`config.mk`:
```
export PLATFORM = sky130hd
export DESIGN_NAME = cell_locator
export DESIGN_NICKNAME = d
export VERILOG_FILES = /design/src/rtl/cell_locator_pkg.sv /design/src/rtl/cell_axis_div.sv /design/src/rtl/cell_locator.sv
export SDC_FILE = /design/constraint.sdc
export NUM_CORES = 1
export LEC_CHECK = 0
export BUFFER_PORTS_ARGS = -buffer_cell sky130_fd_sc_hd__buf_2
export CORE_MARGIN = 2
export CORE_UTILIZATION = 61
export CTS_BUF_LIST = sky130_fd_sc_hd__clkbuf_4
export CTS_CLUSTER_DIAMETER = 40
export CTS_CLUSTER_SIZE = 20
export DETAILED_ROUTE_END_ITERATION = 16
export GPL_ROUTABILITY_DRIVEN = 0
export GPL_TIMING_DRIVEN = 0
export HOLD_SLACK_MARGIN = 0.08
export MAX_ROUTING_LAYER = met4
export PLACE_DENSITY = 0.83
export SKIP_CTS_REPAIR_TIMING = 1
export SLEW_MARGIN = 20
export SYNTH_ARGS = -nofsm -noshare
export SYNTH_HDL_FRONTEND = slang
export SYNTH_HIERARCHICAL = 1
export SYNTH_SLANG_ARGS = --single-unit
```
`constraint.sdc`:
```
create_clock -name clk -period 4.5 [get_ports clk]
set_clock_uncertainty 0.15 [all_clocks]
set_input_delay 0.225 -clock clk [delete_from_list [all_inputs] [get_ports clk]]
set_output_delay 0.225 -clock clk [all_outputs]
set_load 0.02 [all_outputs]
```
`src/rtl/cell_locator_pkg.sv`:
```
// Shared board-index definitions. Used by cell_locator and by the draw stages
// that consume cell indices.
package cell_locator_pkg;
  localparam int IND_W = 5;
  localparam int POS_W = 12;
  localparam int PIT_W = 8;

  typedef enum logic [1:0] {
    IDLE,
    CHECK,
    DIV,
    DONE
  } cl_state_t;
endpackage

```
`src/rtl/cell_axis_div.sv`:
```
// Per-axis bounded repeated-subtraction divider: quotient saturates at limit_i.
// done_o is combinational on the current remainder/count.
module cell_axis_div
  import cell_locator_pkg::*;
(
  input  logic             clk,
  input  logic             rst,
  input  logic             load_i,
  input  logic [POS_W-1:0] rem_i,
  input  logic [PIT_W-1:0] pitch_i,
  input  logic [IND_W-1:0] limit_i,
  input  logic             step_i,
  output logic             done_o,
  output logic [IND_W-1:0] quot_o
);
  logic [POS_W-1:0] rem_q, rem_d;
  logic [IND_W-1:0] cnt_q, cnt_d;
  logic [POS_W-1:0] pitch_w;

  assign pitch_w = {{(POS_W-PIT_W){1'b0}}, pitch_i};
  // rem only shrinks when it covers a whole pitch, so it never underflows
  assign done_o  = (rem_q < pitch_w) || (cnt_q == limit_i);
  assign quot_o  = cnt_q;

  always_comb begin
    rem_d = rem_q;
    cnt_d = cnt_q;
    if (load_i) begin
      rem_d = rem_i;
      cnt_d = '0;
    end else if (step_i && !done_o) begin
      rem_d = rem_q - pitch_w;
      cnt_d = cnt_q + 1'b1;
    end
  end

  always_ff @(posedge clk) begin
    if (rst) begin
      rem_q <= '0;
      cnt_q <= '0;
    end else begin
      rem_q <= rem_d;
      cnt_q <= cnt_d;
    end
  end
endmodule

```
`src/rtl/cell_locator.sv`:
```
// Pixel-to-cell decoder: maps a pointer position to 1-based board cell indices
// using two bounded subtractors under a start/valid FSM.
module cell_locator
  import cell_locator_pkg::*;
(
  input  logic             clk,
  input  logic             rst,
  input  logic             start,
  input  logic [11:0]      mouse_xpos,
  input  logic [11:0]      mouse_ypos,
  input  logic [10:0]      board_xpos,
  input  logic [10:0]      board_ypos,
  input  logic [6:0]       button_size,
  input  logic [4:0]       board_size,
  input  logic [1:0]       level,
  output logic             busy,
  output logic             valid,
  output logic             hit,
  output logic [IND_W-1:0] cell_ind_x,
  output logic [IND_W-1:0] cell_ind_y
);
  cl_state_t        state_q;
  logic [11:0]      mx_q, my_q;
  logic [10:0]      bx_q, by_q;
  logic [6:0]       bsz_q;
  logic [4:0]       nsz_q;
  logic [1:0]       lvl_q;
  logic             busy_q, valid_q, hit_q;
  logic [IND_W-1:0] ind_x_q, ind_y_q;

  logic             miss, load, step;
  logic             done_x, done_y;
  logic [IND_W-1:0] q_x, q_y;
  logic [POS_W-1:0] dx, dy;
  logic             div_hit;

  assign miss = (mx_q < {1'b0, bx_q}) || (my_q < {1'b0, by_q}) ||
                (lvl_q == 2'd0) || (bsz_q == 7'd0);
  assign dx   = mx_q - {1'b0, bx_q};
  assign dy   = my_q - {1'b0, by_q};
  assign load = (state_q == CHECK) && !miss;
  assign step = (state_q == DIV);
  // a quotient that reached board_size means the pointer is past the last cell
  assign div_hit = (q_x < nsz_q) && (q_y < nsz_q);

  // horizontal pitch includes the one-pixel gap between buttons
  cell_axis_div u_div_x (
    .clk(clk), .rst(rst), .load_i(load), .rem_i(dx),
    .pitch_i({1'b0, bsz_q} + 8'd1), .limit_i(nsz_q), .step_i(step),
    .done_o(done_x), .quot_o(q_x)
  );

  cell_axis_div u_div_y (
    .clk(clk), .rst(rst), .load_i(load), .rem_i(dy),
    .pitch_i({1'b0, bsz_q}), .limit_i(nsz_q), .step_i(step),
    .done_o(done_y), .quot_o(q_y)
  );

  always_ff @(posedge clk) begin
    if (rst) begin
      state_q <= IDLE;
      busy_q  <= 1'b0;
      valid_q <= 1'b0;
      hit_q   <= 1'b0;
      ind_x_q <= '0;
      ind_y_q <= '0;
      mx_q    <= '0;
      my_q    <= '0;
      bx_q    <= '0;
      by_q    <= '0;
      bsz_q   <= '0;
      nsz_q   <= '0;
      lvl_q   <= '0;
    end else begin
      valid_q <= 1'b0;
      case (state_q)
        IDLE: if (start) begin
          mx_q    <= mouse_xpos;
          my_q    <= mouse_ypos;
          bx_q    <= board_xpos;
          by_q    <= board_ypos;
          bsz_q   <= button_size;
          nsz_q   <= board_size;
          lvl_q   <= level;
          busy_q  <= 1'b1;
          state_q <= CHECK;
        end
        CHECK: if (miss) begin
          hit_q   <= 1'b0;
          ind_x_q <= '0;
          ind_y_q <= '0;
          valid_q <= 1'b1;
          state_q <= DONE;
        end else begin
          state_q <= DIV;
        end
        DIV: if (done_x && done_y) begin
          hit_q   <= div_hit;
          ind_x_q <= div_hit ? q_x + 1'b1 : '0;
          ind_y_q <= div_hit ? q_y + 1'b1 : '0;
          valid_q <= 1'b1;
          state_q <= DONE;
        end
        DONE: begin
          busy_q  <= 1'b0;
          state_q <= IDLE;
        end
        default: state_q <= IDLE;
      endcase
    end
  end

  assign busy       = busy_q;
  assign valid      = valid_q;
  assign hit        = hit_q;
  assign cell_ind_x = ind_x_q;
  assign cell_ind_y = ind_y_q;
endmodule

```
After elaboration in Yosys (flattened, before gate mapping)

Cells that the tools add are included.

Input port bits: 63
Output and inout bits: 13
Logic and storage cells: 86
Bits in registers: 109

Add/subtract/negate cells: 7
Reduce and logical (&&, ||, !) cells: 25
Equality and inequality tests: 8
Order comparisons: 6
Multiplexer cells: 23

Operator list:

| operator                                                       | number |
|---|---|
| 12-bit 2-to-1 mux                                              | 4 |
| 5-bit 2-to-1 mux                                               | 5 |
| 12-bit by 11-bit less-than comparator with 1-bit output        | 2 |
| 12-bit by 11-bit subtractor with 12-bit output                 | 2 |
| 5-bit one-hot mux with 2 select lines                          | 2 |
| 12-bit by 7-bit less-than comparator with 1-bit output         | 1 |
| 12-bit by 8-bit less-than comparator with 1-bit output         | 1 |
| 12-bit by 7-bit subtractor with 12-bit output                  | 1 |
| 12-bit by 8-bit subtractor with 12-bit output                  | 1 |
| 5-bit by 1-bit adder with 5-bit output (second input constant) | 2 |
| 5-bit == test                                                  | 2 |
| 5-bit less-than comparator                                     | 2 |
| 7-bit by 1-bit adder with 8-bit output (second input constant) | 1 |
| 2-bit one-hot mux with 4 select lines                          | 1 |
| 2-bit nonzero test                                             | 4 |
| 7-bit logical NOT                                              | 1 |
| 1-bit 2-to-1 mux                                               | 6 |
| 2-bit inequality test (second input constant)                  | 3 |
| 1-bit one-hot mux with 2 select lines                          | 3 |
| 2-bit AND reduction                                            | 3 |
| 1-bit logical AND                                              | 5 |
| 1-bit logical OR                                               | 5 |
| 2-bit == test (second input constant)                          | 2 |
| 2-bit logical NOT                                              | 2 |
| other kinds (5)                                                | 8 |

Logic depth before layout (Yosys ltp)

Depth after elaboration: 7
Mapped depth: 17
Mapped depth without buffers: 16

Cells and area by module

Netlist, hierarchy kept.

Modules (own cells, without submodules):

| module        | sequential area each (sq um) | cells an instance | instances | area each (sq um) |
|---|---|---|---|---|
| cell_locator  | 1501.4                       | 555               | 1         | 4301.6 |
| cell_axis_div | 340.3                        | 148               | 2         | 1282.5 |

Least setup slack after synthesis

Ideal clock, no wire load.

Path kind: reg-to-reg
From: register my_q[0]
To: register u_div_x.rem_q[11]
Path buffers: 0
Library setup time: 103 ps
Stages on the path, launching flop included: 12
Path slack: 883 ps
Arrival: 3364 ps
Cell sequence: dfxtp_1 inv_1 ha_1 fa_1 nand2b_1 a21oi_1 o41a_1 a41oi_2 nor2_1 clkinv_1 and4_2 a2111oi_2

Longest elaborated chain between the ends: 7
Elaborated cells between the ends (all ways): 8

Ends and longest elaborated chain:

| what                                                        | RTL line            | RTL |
|---|---|---|
| start: declaration                                          | cell_locator.sv:23  | `logic [11:0] mx_q, my_q;` |
| start signal: assignment                                    | cell_locator.sv:79  | `my_q <= mouse_ypos;` |
| 12-bit by 11-bit less-than comparator with 1-bit output (*) | cell_locator.sv:37  | `assign miss = (mx_q < {1'b0, bx_q}) \|\| (my_q < {1'b0, by_q}) \|\|` |
| 1-bit logical OR (*) (2 in series)                          | cell_locator.sv:37  |  |
| 1-bit logical OR (*)                                        | cell_locator.sv:38  | `(lvl_q == 2'd0) \|\| (bsz_q == 7'd0);` |
| 1-bit logical NOT (*)                                       | cell_locator.sv:41  | `assign load = (state_q == CHECK) && !miss;` |
| 1-bit logical AND (*)                                       | cell_locator.sv:41  |  |
| net load                                                    | cell_locator.sv:31  | `logic miss, load, step;` |
| 12-bit 2-to-1 mux or 2-bit nonzero test (tied branches)     | -                   |  |
| end signal: assignment                                      | cell_axis_div.sv:42 | `rem_q <= rem_d;` |
| end: declaration                                            | cell_axis_div.sv:16 | `logic [POS_W-1:0] rem_q, rem_d;` |

The timed path passes the listed nets; every way through them passes the cells marked *.
A chain may end at the register's enable or synchronous reset.

Worst setup path in the final report

From: register bsz_q[2]
To: register hit_q (netlist: hit)

Longest elaborated chain between the ends: 6
Elaborated cells between the ends (all ways): 11

Ends and longest elaborated chain:

| what                                                   | RTL line            | RTL |
|---|---|---|
| start: declaration                                     | cell_locator.sv:25  | `logic [6:0] bsz_q;` |
| start signal: assignment                               | cell_locator.sv:82  | `bsz_q <= button_size;` |
| 7-bit by 1-bit adder with 8-bit output                 | cell_locator.sv:49  | `.pitch_i({1'b0, bsz_q} + 8'd1), .limit_i(nsz_q), .step_i(step),` |
| 12-bit by 8-bit less-than comparator with 1-bit output | cell_axis_div.sv:22 | `assign done_o = (rem_q < pitch_w) \|\| (cnt_q == limit_i);` |
| 1-bit logical OR                                       | cell_axis_div.sv:22 |  |
| net done_x                                             | cell_locator.sv:32  | `logic done_x, done_y;` |
| 1-bit logical AND                                      | cell_locator.sv:97  | `DIV: if (done_x && done_y) begin` |
| 2-bit inequality test (no line)                        | -                   |  |
| 3-bit AND reduction (no line)                          | -                   |  |
| end signal: assignment                                 | cell_locator.sv:98  | `hit_q <= div_hit;` |
| end: declaration                                       | cell_locator.sv:28  | `logic busy_q, valid_q, hit_q;` |

The timed path passes the listed nets, and every way through them passes these cells.

==> reports/metrics.cfg <==
[die]
core_sq_um=10900
dieArea_sq_um=12100
die_w_um=110
initial_core_util_pct=63.1
die_y_um=110
rows=38
ios=76

[worst_setup_path]
crit_type=register to register
arrival_ns=4.01
cp_max_fo=10
cp-end-kind=register
r2r_start=bsz_q[2]
endpoint=hit
critPathLaunch=bsz_q[2]
worst_setup_path_start_kind=register
reg2reg_to=hit
rr_worst_depth=15
cp.required_ns=4.79
reg2reg_slack_ns=0.77

[cells_and_area]
nNetsFinal=1123
finalNonFillerCells=1147
drive_gt1_share_pct=12.7
fin_util_pct=75.7
area_growth_syn_to_layout_pct=20.1

[yosys]
yosysSeqAreaShare_pct=31.8
ys_types=66
synthArstFlopShare_pct=0
yosys_warnings=6
ys.flop_type=dfxtp_1
netlist_instances=851
synth-edff-count=0
syn-num-nets=974
netlist_area_sq_um=6870
synth_top_cell_by_area=dfxtp_1
synth_area_leaders=dfxtp_1 32%, ha_1 10%, nand2_1 8.7%, a21oi_1 6.2%, xnor2_1 5.5%
yosysTopAreaCellShare_pct=31.8
synth_seq_cells=109
syn_area_per_cell_sq_um=8.07

[global_route]
grt_first_pass_wirelength_um=26700
track_usage_pct=29.3
grt_overflow_total=0
grt_max_degree=21
first_global_vias=5578
antenna_found_initial=2

[flow_run]
cap_violations=0

[outcome]
run_status=completed

[clock_network]
htree_levels=3
worst_skew_pair.late_latency_ns=0.51
cts.clk_slew.worst_paths_ns=0.19
clk_path_buf_depth=2
cts_tree=yes
cts_buffers=9
cts_sinks=109
cts_root_buf=clkbuf_4

[route]
post-route-drc-count=0
wl_per_cell_um=16.2
dr.pass1.iters=5
ant_nets=0
route.vias.total=6649
viasPerCell=5.80
drt_iter0_drc=607
routed_wl_um=18600

[place]
dp_cells=1067
hpwlAfterDp_um=12300
io_buffers=75
dp_slack_ns=0.845

[min_path]
min_from=board_xpos[0]
hold_path.class=primary input to register

[timing]
fin_setup_tns_ns=0
setup_ws_ns=0.775
fmax_ghz=0.268
setup_viol=0
drv_slew=0
worstMarginPinSlew_ns=0.645
period_share_pct=82.8
slew_headroom_pct=57.0
post-route-min-period_ns=3.73
rsz0062_at_grt=no
finalHoldViolCount=0

[pwr]
finalPower_mw=3.76
power.density_nw_per_um2=456
vdd.ir_drop.worst_uv=293
p_leak_nw=3.30

-- cell usage in the layout, fill, tap and decap left out, types with 8 or more instances in the layout --
cell / n
a211oi_1: 20
a21oi_1: 85
a31oi_1: 9
buf_2: 75
clkbuf_1: 28
clkbuf_4: 9
dfxtp_1: 109
dlygate4sd3_1: 62
ha_1: 56
inv_1: 62
mux2i_1: 13
nand2_1: 160
nand2b_1: 12
nand3_1: 14
nor2_1: 53
nor3_1: 14
o21a_1: 11
o21ai_0: 21
o21bai_1: 8
xnor2_1: 43
xor2_1: 18
-- Yosys cell counts, types with 8 or more instances --
master and number:
a211oi_1 20, a21oi_1 85, a31oi_1 9, clkbuf_1 28, dfxtp_1 109, ha_1 56, inv_1 62, mux2i_1 13
nand2_1 160, nand2b_1 12, nand3_1 14, nor2_1 54, nor3_1 14, o21a_1 11, o21ai_0 21, o21bai_1 8
xnor2_1 43, xor2_1 18
-- registers in the layout (all words and copies together) (netlist names), 7 cells and up --
signal and count:
bsz_q 7, bx_q 11, by_q 11, mx_q 12, my_q 12, u_div_x/rem_q 12, u_div_y/rem_q 12
-- through the flow --
step	instance area (sq um)	hold slack, ns
detailed placement	7430	0.299
global placement	7420	0.292
finish	8240	0.319
CTS	7620	-0.269
floorplan	6870	0.144
global route	8240	0.288
-- cell type report --
cell class	instances	area [sq um]
sequential	109	2180
inverter	64	240
antenna	2	5.00
fill	763	2640
timing repair buffer	138	1010
clock inverter	7	116
clock buffer	9	67.6
multi-input combinational	647	4320
buffer	31	131
tap	140	175
-- worst min path at each step --
stage	endpoint	slack, ns	cells past startpoint
after floorplan	u_div_x/rem_q[11]	0.14	1
after global placement	lvl_q[1]	0.29	2
after detailed placement	bx_q[4]	0.30	2
after CTS	bx_q[4]	-0.27	3
after global routing	by_q[1]	0.29	4
final	bx_q[0]	0.32	4
-- power by group --
part / internal [mW] / total [mW] / switching, mW
Sequential: 1.09 / 1.20 / 0.109
Clock: 0.240 / 0.610 / 0.370
Combinational: 0.800 / 1.95 / 1.15
Total: 2.13 / 3.76 / 1.63
-- kinds of logic (layout without fill, tap and decap cells) --
logic type / after synthesis / after routing / synth area share [%]
flip-flops: 109 / 109 / 31.8
other: 1 / 3 / 0.0546
buffers and inverters: 95 / 249 / 5.41
XOR/XNOR: 61 / 61 / 7.78
AO/OA/AOI/OAI: 206 / 206 / 20.0
AND/OR/NAND/NOR: 304 / 304 / 21.4
multiplexers: 15 / 15 / 2.22
adder cells (fa/ha/maj): 60 / 60 / 11.4
-- critical path, cell delays in order, from the launching register on --
cell     delay (ns)
dfxtp_1        0.55
nand3_1        0.15
nor3_1         0.25
xnor2_1        0.15
inv_1          0.06
ha_1           0.34
nand2_1        0.08
o311a_1        0.38
o21a_2         0.23
buf_6          0.15
or2_2          0.28
nand2_1        0.07
nand2_1        0.13
and2_1         0.28
o21ai_2        0.17
mux2i_1        0.22
-- per-layer routing --
metal | track usage, % | wire [um] | vias up
met5 | - | 0 | -
met4 | 9.20 | 376 | 0
met3 | 6.41 | 1220 | 34
met2 | 45.4 | 9010 | 283
met1 | 38.4 | 7970 | 3084
li1 | - | - | 3248
(Power assumes the default switching activity.)
